**config.mk**
```make
export PLATFORM = sky130hd
export DESIGN_NAME = adc_interleave_seq
export DESIGN_NICKNAME = d
export VERILOG_FILES = /design/src/rtl/adc_interleave_seq.sv
export SDC_FILE = /design/constraint.sdc
export NUM_CORES = 1
export LEC_CHECK = 0
export CORE_AREA = 3 3 225 227
export CTS_CLUSTER_SIZE = 10
export DETAILED_ROUTE_END_ITERATION = 7
export DIE_AREA = 0 0 228 230
export PLACE_DENSITY = 0.55
export SLEW_MARGIN = 20
export SYNTH_ARGS = -nofsm -noshare
export SYNTH_HDL_FRONTEND = slang
export SYNTH_SLANG_ARGS = --single-unit
export TNS_END_PERCENT = 50
```
**constraint.sdc**
```tcl
create_clock -name clk -period 8.5 [get_ports clk]
set_clock_uncertainty 0.1 [all_clocks]
set_input_delay 1.275 -clock clk [delete_from_list [all_inputs] [get_ports clk]]
set_output_delay 1.275 -clock clk [all_outputs]
set_load 0.1 [all_outputs]
```
**src/rtl/adc_interleave_seq.sv**
```systemverilog
// Interleaved-ADC channel sequencer: picks one of NUM_CH converter words per accepted
// strobe (manual select or round-robin over an enable mask) into a single output register.
module adc_interleave_seq #(
   parameter int NUM_CH = 16,
   parameter int DATA_W = 32,
   localparam int SEL_W = $clog2(NUM_CH)
) (
   input  logic                       clk,
   input  logic                       GlobalReset_n,
   input  logic [NUM_CH*DATA_W-1:0]   x_adc_bus,
   input  logic                       in_valid,
   output logic                       in_ready,
   input  logic                       mode,
   input  logic [SEL_W-1:0]           x_adc_select,
   input  logic [NUM_CH-1:0]          ch_enable,
   input  logic                       restart,
   output logic [DATA_W-1:0]          x_adc,
   output logic [SEL_W-1:0]           x_adc_ch,
   output logic                       x_adc_valid,
   input  logic                       x_adc_ready,
   output logic                       seq_wrap,
   output logic                       sel_err
);

   logic [SEL_W-1:0]  seq_ptr;
   logic [SEL_W-1:0]  auto_sel;
   logic              auto_hit;
   logic [SEL_W-1:0]  nxt_ptr;
   logic              nxt_hit;
   logic [SEL_W-1:0]  low_ptr;
   logic [SEL_W-1:0]  man_sel;
   logic              man_in_range;
   logic              man_en;
   logic [SEL_W-1:0]  sel;
   logic [DATA_W-1:0] sel_data;
   logic              sel_err_d;
   logic              seq_wrap_d;
   logic              mask_empty;
   logic              accept;

   function automatic logic [SEL_W-1:0] wrap_idx(input int v);
      return SEL_W'(v % NUM_CH);
   endfunction

   assign mask_empty = (ch_enable == '0);
   assign in_ready   = (!x_adc_valid || x_adc_ready) && !(mode && mask_empty);
   assign accept     = in_valid && in_ready;

   // First enabled channel at or after seq_ptr, circular.
   always_comb begin
      auto_sel = '0;
      auto_hit = 1'b0;
      for (int i = 0; i < NUM_CH; i++) begin
         if (!auto_hit && ch_enable[wrap_idx(int'(seq_ptr) + i)]) begin
            auto_sel = wrap_idx(int'(seq_ptr) + i);
            auto_hit = 1'b1;
         end
      end
   end

   // First enabled channel strictly after auto_sel; offset NUM_CH lands back on auto_sel.
   always_comb begin
      nxt_ptr = auto_sel;
      nxt_hit = 1'b0;
      for (int i = 1; i <= NUM_CH; i++) begin
         if (!nxt_hit && ch_enable[wrap_idx(int'(auto_sel) + i)]) begin
            nxt_ptr = wrap_idx(int'(auto_sel) + i);
            nxt_hit = 1'b1;
         end
      end
   end

   always_comb begin
      low_ptr = '0;
      for (int k = NUM_CH - 1; k >= 0; k--) begin
         if (ch_enable[k]) low_ptr = SEL_W'(k);
      end
   end

   // Range check by matching against real channels, so non-power-of-two NUM_CH works.
   always_comb begin
      man_in_range = 1'b0;
      man_en       = 1'b0;
      for (int k = 0; k < NUM_CH; k++) begin
         if (x_adc_select == SEL_W'(k)) begin
            man_in_range = 1'b1;
            man_en       = ch_enable[k];
         end
      end
      man_sel = man_in_range ? x_adc_select : '0;
   end

   always_comb begin
      sel        = mode ? auto_sel : man_sel;
      sel_err_d  = mode ? 1'b0 : (!man_in_range || !man_en);
      seq_wrap_d = mode ? (nxt_ptr <= auto_sel) : 1'b0;
      sel_data   = '0;
      for (int k = 0; k < NUM_CH; k++) begin
         if (sel == SEL_W'(k)) sel_data = x_adc_bus[k*DATA_W +: DATA_W];
      end
   end

   always_ff @(posedge clk or negedge GlobalReset_n) begin
      if (!GlobalReset_n) begin
         x_adc       <= '0;
         x_adc_ch    <= '0;
         x_adc_valid <= 1'b0;
         seq_wrap    <= 1'b0;
         sel_err     <= 1'b0;
         seq_ptr     <= '0;
      end else begin
         if (accept) begin
            x_adc       <= sel_data;
            x_adc_ch    <= sel;
            sel_err     <= sel_err_d;
            seq_wrap    <= seq_wrap_d;
            x_adc_valid <= 1'b1;
         end else if (x_adc_ready) begin
            x_adc_valid <= 1'b0;
         end
         // restart overrides the pointer advance of a coincident auto accept
         if (restart) begin
            seq_ptr <= low_ptr;
         end else if (accept && mode) begin
            seq_ptr <= nxt_ptr;
         end
      end
   end

endmodule

```
Word-level counts from Yosys, hierarchy flattened
Index checks and enable logic that the tools add are counted.

word-level totals
  register bits after elaboration = 43
  input port bits = 538
  output and inout port bits = 40
  logic and storage cells = 373

cells by class
  mux-type cells = 198
  order comparisons = 33
  add/sub/neg operators = 31
  equality and inequality tests = 30
  reductions and logical operators = 75

operator list
  kind                   count
  $mux W32               16
  $mux W4                52
  $lt A4 B5 Y1 const B   32
  $bmux W1 S4            32
  $mux W1                98
  $add A4 B4 Y4 const B  16
  $eq A4 B4 Y1 const B   16
  $logic_and A1 B1 Y1    34
  $logic_not A1 Y1       34
  $add A4 B3 Y4 const B  8
  $eq A4 B3 Y1 const B   8
  $add A4 B2 Y4 const B  4
  $eq A4 B2 Y1 const B   4
  $logic_not A16 Y1      1
  $add A4 B1 Y4 const B  3
  $eq A4 B1 Y1 const B   2
  $logic_not A4 Y1       2
  $le A4 B4 Y1           1
  $reduce_bool A2 Y1     2
  $logic_or A1 B1 Y1     2

Longest topological paths before layout
  word-level depth = 99
  mapped depth = 41
  depth with buffers taken out = 32

Worst setup path before layout
OpenSTA, ideal clock, no wires.

  kind = input -> register
  from = in ch_enable[4]
  to = reg seq_wrap
  required time = 8.305 ns
  data arrival time = 8.340 ns
  buffers on the path = 4
  setup slack = -0.035 ns
  stages on the path = 29
  setup time = 0.095 ns
  cell sequence = mux2_1 mux4_2 mux2_4 nor4_4 nand3_1 a2111o_1 a31o_1 and2_1 inv_2 buf_6 buf_2 buf_1 ha_1 buf_1 mux4_2 a22o_1 mux2_2 and2b_2 nand4_1 or3_1 o22ai_1 o31ai_1 ha_1 nor2b_1 o21ai_0 nand2b_1 a21oi_1 a41oi_1 o31ai_1

between the ends
  cells in the longest elaborated chain, start to end = 99
  elaborated cells between the ends (all ways) = 209
  classes of those cells = add/sub: 16; order compare: 1; mux: 127; reduce/logical: 65

RTL lines
  element                        RTL line  source
  start: declaration             15        input logic [NUM_CH-1:0] ch_enable,
  $bmux W1 S4                    54        if (!auto_hit && ch_enable[wrap_idx(int'(seq_ptr) + i)]) begin
  $mux W1 (implied by the code)  54
  $mux W1                        54
  $logic_not A1 Y1               54
  $logic_and A1 B1 Y1            54
  $mux W1                        54
  $logic_not A1 Y1               54
  $logic_and A1 B1 Y1            54
  [... 83 more ...]              --
  $logic_not A1 Y1               66        if (!nxt_hit && ch_enable[wrap_idx(int'(auto_sel) + i)]) begin
  $logic_and A1 B1 Y1            66
  $mux W1                        66
  $logic_not A1 Y1               66
  $logic_and A1 B1 Y1            66
  $mux W4                        66
  $le A4 B4 Y1                   96        seq_wrap_d = mode ? (nxt_ptr <= auto_sel) : 1'b0;
  $mux W1                        96
  end signal: assignment         116       seq_wrap <= seq_wrap_d;
  end: declaration               21        output logic seq_wrap,

Parallel ways exist; a longest one is shown, timed or not. The select of a mux whose other input is x is not followed.
A chain may end at the register's enable or synchronous reset.

Worst setup path after layout
  from = in ch_enable[13]
  to = reg seq_wrap

The elaborated chain is that of the path after synthesis.

==> results_dict.tcl <==
set metrics [dict create \
    cp-start-kind "input pin" \
    grt_max_degree 52 \
    relSlewSlack_pct 22.1 \
    async_reset_ff_share_pct 100 \
    maxCapViolations 0 \
    drv_slew 0 \
    totalWireLength_mm 90.9 \
    ys_types 89 \
    synth_area_leaders "dfrtp_1, mux2i_1, mux4_2, a22oi_1, nor2_1" \
    crit_type "input pin to register" \
    drive_gt1_share_pct 19.2 \
    initial_core_util_pct 20.5 \
    port_buffers 577 \
    synth_top_family_by_area "compound AO/OA/AOI/OAI gates" \
    grt_pass1_vias 15200 \
    ys_seq_elements 43 \
    clock-sinks 43 \
    antenna_found_initial 62 \
    place.gp.congestion 1.10 \
    hp-class "register to register" \
    cts_tree "built" \
    crit_required_ps 8600 \
    dp_hpwl_mm 78.7 \
    drc_errors 0 \
    synthAdderAreaFrac_pct 2.00 \
    synth-compound-area-share_pct 36.9 \
    root_buffer "clkbuf_16" \
    grtUsageTotal_pct 32.9 \
    arrival_ps 8180 \
    crit_buf_inv 5 \
    syn_inst 1328 \
    synth_area_um2 10000 \
    synth_simple_gate_area_share_pct 20.9 \
    ys.flop_type "dfrtp_1" \
    synthToLayoutAreaGrowth_pct 84.8 \
    wire_per_inst_um 33.2 \
    stdcell_count 2737 \
    synth_edf_count 0 \
    die_h_um 230 \
    tightest_slew_ps 1170 \
    cts_buffers 5 \
    period_share_pct 95.0 \
    status "finished, final reports clean" \
    hold_viol_final 0 \
    clk_pin_slew_worst_paths_ps 70 \
    period_needed_ps 8080 \
    drt_iter0_drc 1717 \
    io-pin-count 578 \
    synth_mux_area_share_pct 21.2 \
    rsz0062_at_grt "false" \
    tns_ps 0 \
    core-area_um2 48800 \
    viasPerCell 5.76 \
    setup_viol 0 \
    max_freq_mhz 124 \
    ys_warn_count 0 \
    synth_largest_area_cell "dfrtp_1" \
    cts_hold_buf 0 \
    cts-htree-levels 2 \
    crit_top_cell "a211o_1" \
    placedCellCount 2692 \
    end_kind "register" \
    fp.dieArea_um2 52400 \
    clkLatencyLatePin_ps 310 \
    r2r_slack_ps 740 \
    clock_path_buffers 2 \
    overflow 0 \
    grt_pass1_wl_mm 123 \
    syn_avg_cell_area_um2 7.53 \
    path_max_fanout 5 \
    die_w_um 228 \
    final_net_count 2592 \
    synth_top_area_share_pct 10.8 \
    critPathSlowestCell "mux4_2" \
    synthesis.nets 1882 \
    drtAntennaViolNets 0 \
    drt-pass1-iter-count 8 \
    synthXorXnorAreaFrac_pct 2.29 \
    ys_seq_area_share_pct 10.8 \
    critPathMaxStageDelay_ps 550 \
    rows 81 \
    vias 15800 \
    critPathTopFamily "compound AO/OA/AOI/OAI gates" \
]
-- per-layer routing --
metal | vias to the layer above | wire (µm) | GRT usage [%]
met1 | 7793 | 34100 | 38.6
met5 | - | 165 | 0
met2 | 982 | 44900 | 57.1
li1 | 6796 | - | -
met4 | 26 | 3750 | 12.8
met3 | 158 | 8080 | 8.68
-- stage by stage --
| step | setup slack [ps] | cell area, µm² | hold WS (ps) | utilization [%] |
|---|---|---|---|---|
| 4_1_cts | 148 | 18300 | 389 | 37.4 |
| 3_3_place_gp | -49.4 | 18100 | 369 | 37.1 |
| 2_1_floorplan | 165 | 10000 | 848 | - |
| 6_report | 421 | 18500 | 388 | 37.8 |
| 3_5_place_dp | -104 | 18100 | 374 | 37.1 |
| 5_1_grt | 18.1 | 18500 | 410 | 37.8 |
-- cells in the mapped netlist (all sizes together) (12+ instances only) --
cell / n
nor2: 132
a22oi: 97
nand2: 92
clkbuf: 91
mux2i: 84
nand3: 81
o21ai: 74
a21oi: 45
dfrtp: 43
mux2: 41
a211oi: 39
a221oi: 39
mux4: 36
o22ai: 35
a31oi: 34
buf: 34
a222oi: 31
nor3: 29
inv: 21
xnor2: 19
nor2b: 17
ha: 16
and2: 14
nor4: 12
o31ai: 12
-- timing repair --
item	in CTS	in global routing
endpoints found under the setup margin	0	1
resized for setup	0	30
setup buffers	0	3
-- registers in the layout, summed over array words and instances (netlist names) --
name	cells
sel_err	1
seq_ptr	4
seq_wrap	1
x_adc	32
x_adc_ch	4
x_adc_valid	1
-- cell usage in the layout (no fill, tap or decap), types with 28 or more instances in the layout --
master,synthesis,layout
diode_2,0,34
nor2_1,131,126
o22ai_1,35,34
a211oi_1,39,37
nor3_1,29,28
mux2_2,37,37
dfrtp_1,43,43
o21ai_0,72,72
a221oi_1,39,39
mux4_2,36,36
nand2_1,91,91
buf_4,4,242
a222oi_1,31,31
a22oi_1,97,97
mux2i_1,84,81
clkdlybuf4s50_1,0,571
a21oi_1,45,44
nand3_1,80,79
a31oi_1,34,34
-- cells by family after synthesis --
kind of cell	count (synthesis)
mux	161
buf+inv	148
simple gates	430
fa+ha+maj	16
flops	43
compound gates	506
xor+xnor	24
-- worst paths after layout --
kind	start	to	depth (start not counted)
worst max-delay path	ch_enable[13]	seq_wrap	32
worst min-delay path	x_adc[17]	x_adc[17]	2
worst max register to register	seq_ptr[0]	seq_wrap	33
worst min register to register	x_adc[17]	x_adc[17]	2
max in group asynchronous	GlobalReset_n	x_adc[29]	2
min in group asynchronous	GlobalReset_n	x_adc[9]	2
-- tightest hold or removal path, delay by kind of cell, from the launching register on --
family	cells	cell delay, ps
AO/OA/AOI/OAI	1	60
AND/OR/NAND/NOR	1	40
flip-flops	1	340
-- cell type report --
type,count,area (µm²)
repair buffers,828,7780
clock buffers,6,129
flip-flops and latches,43,1080
diodes,34,85.1
clock inverters,2,12.5
multi-input cells,1137,8490
well taps,664,831
inverters,23,86.3
fillers,5182,30400
Power is left out: the tool's default activity adds up to more than one toggle a clock period on the data nets, which glitch-free logic cannot reach.
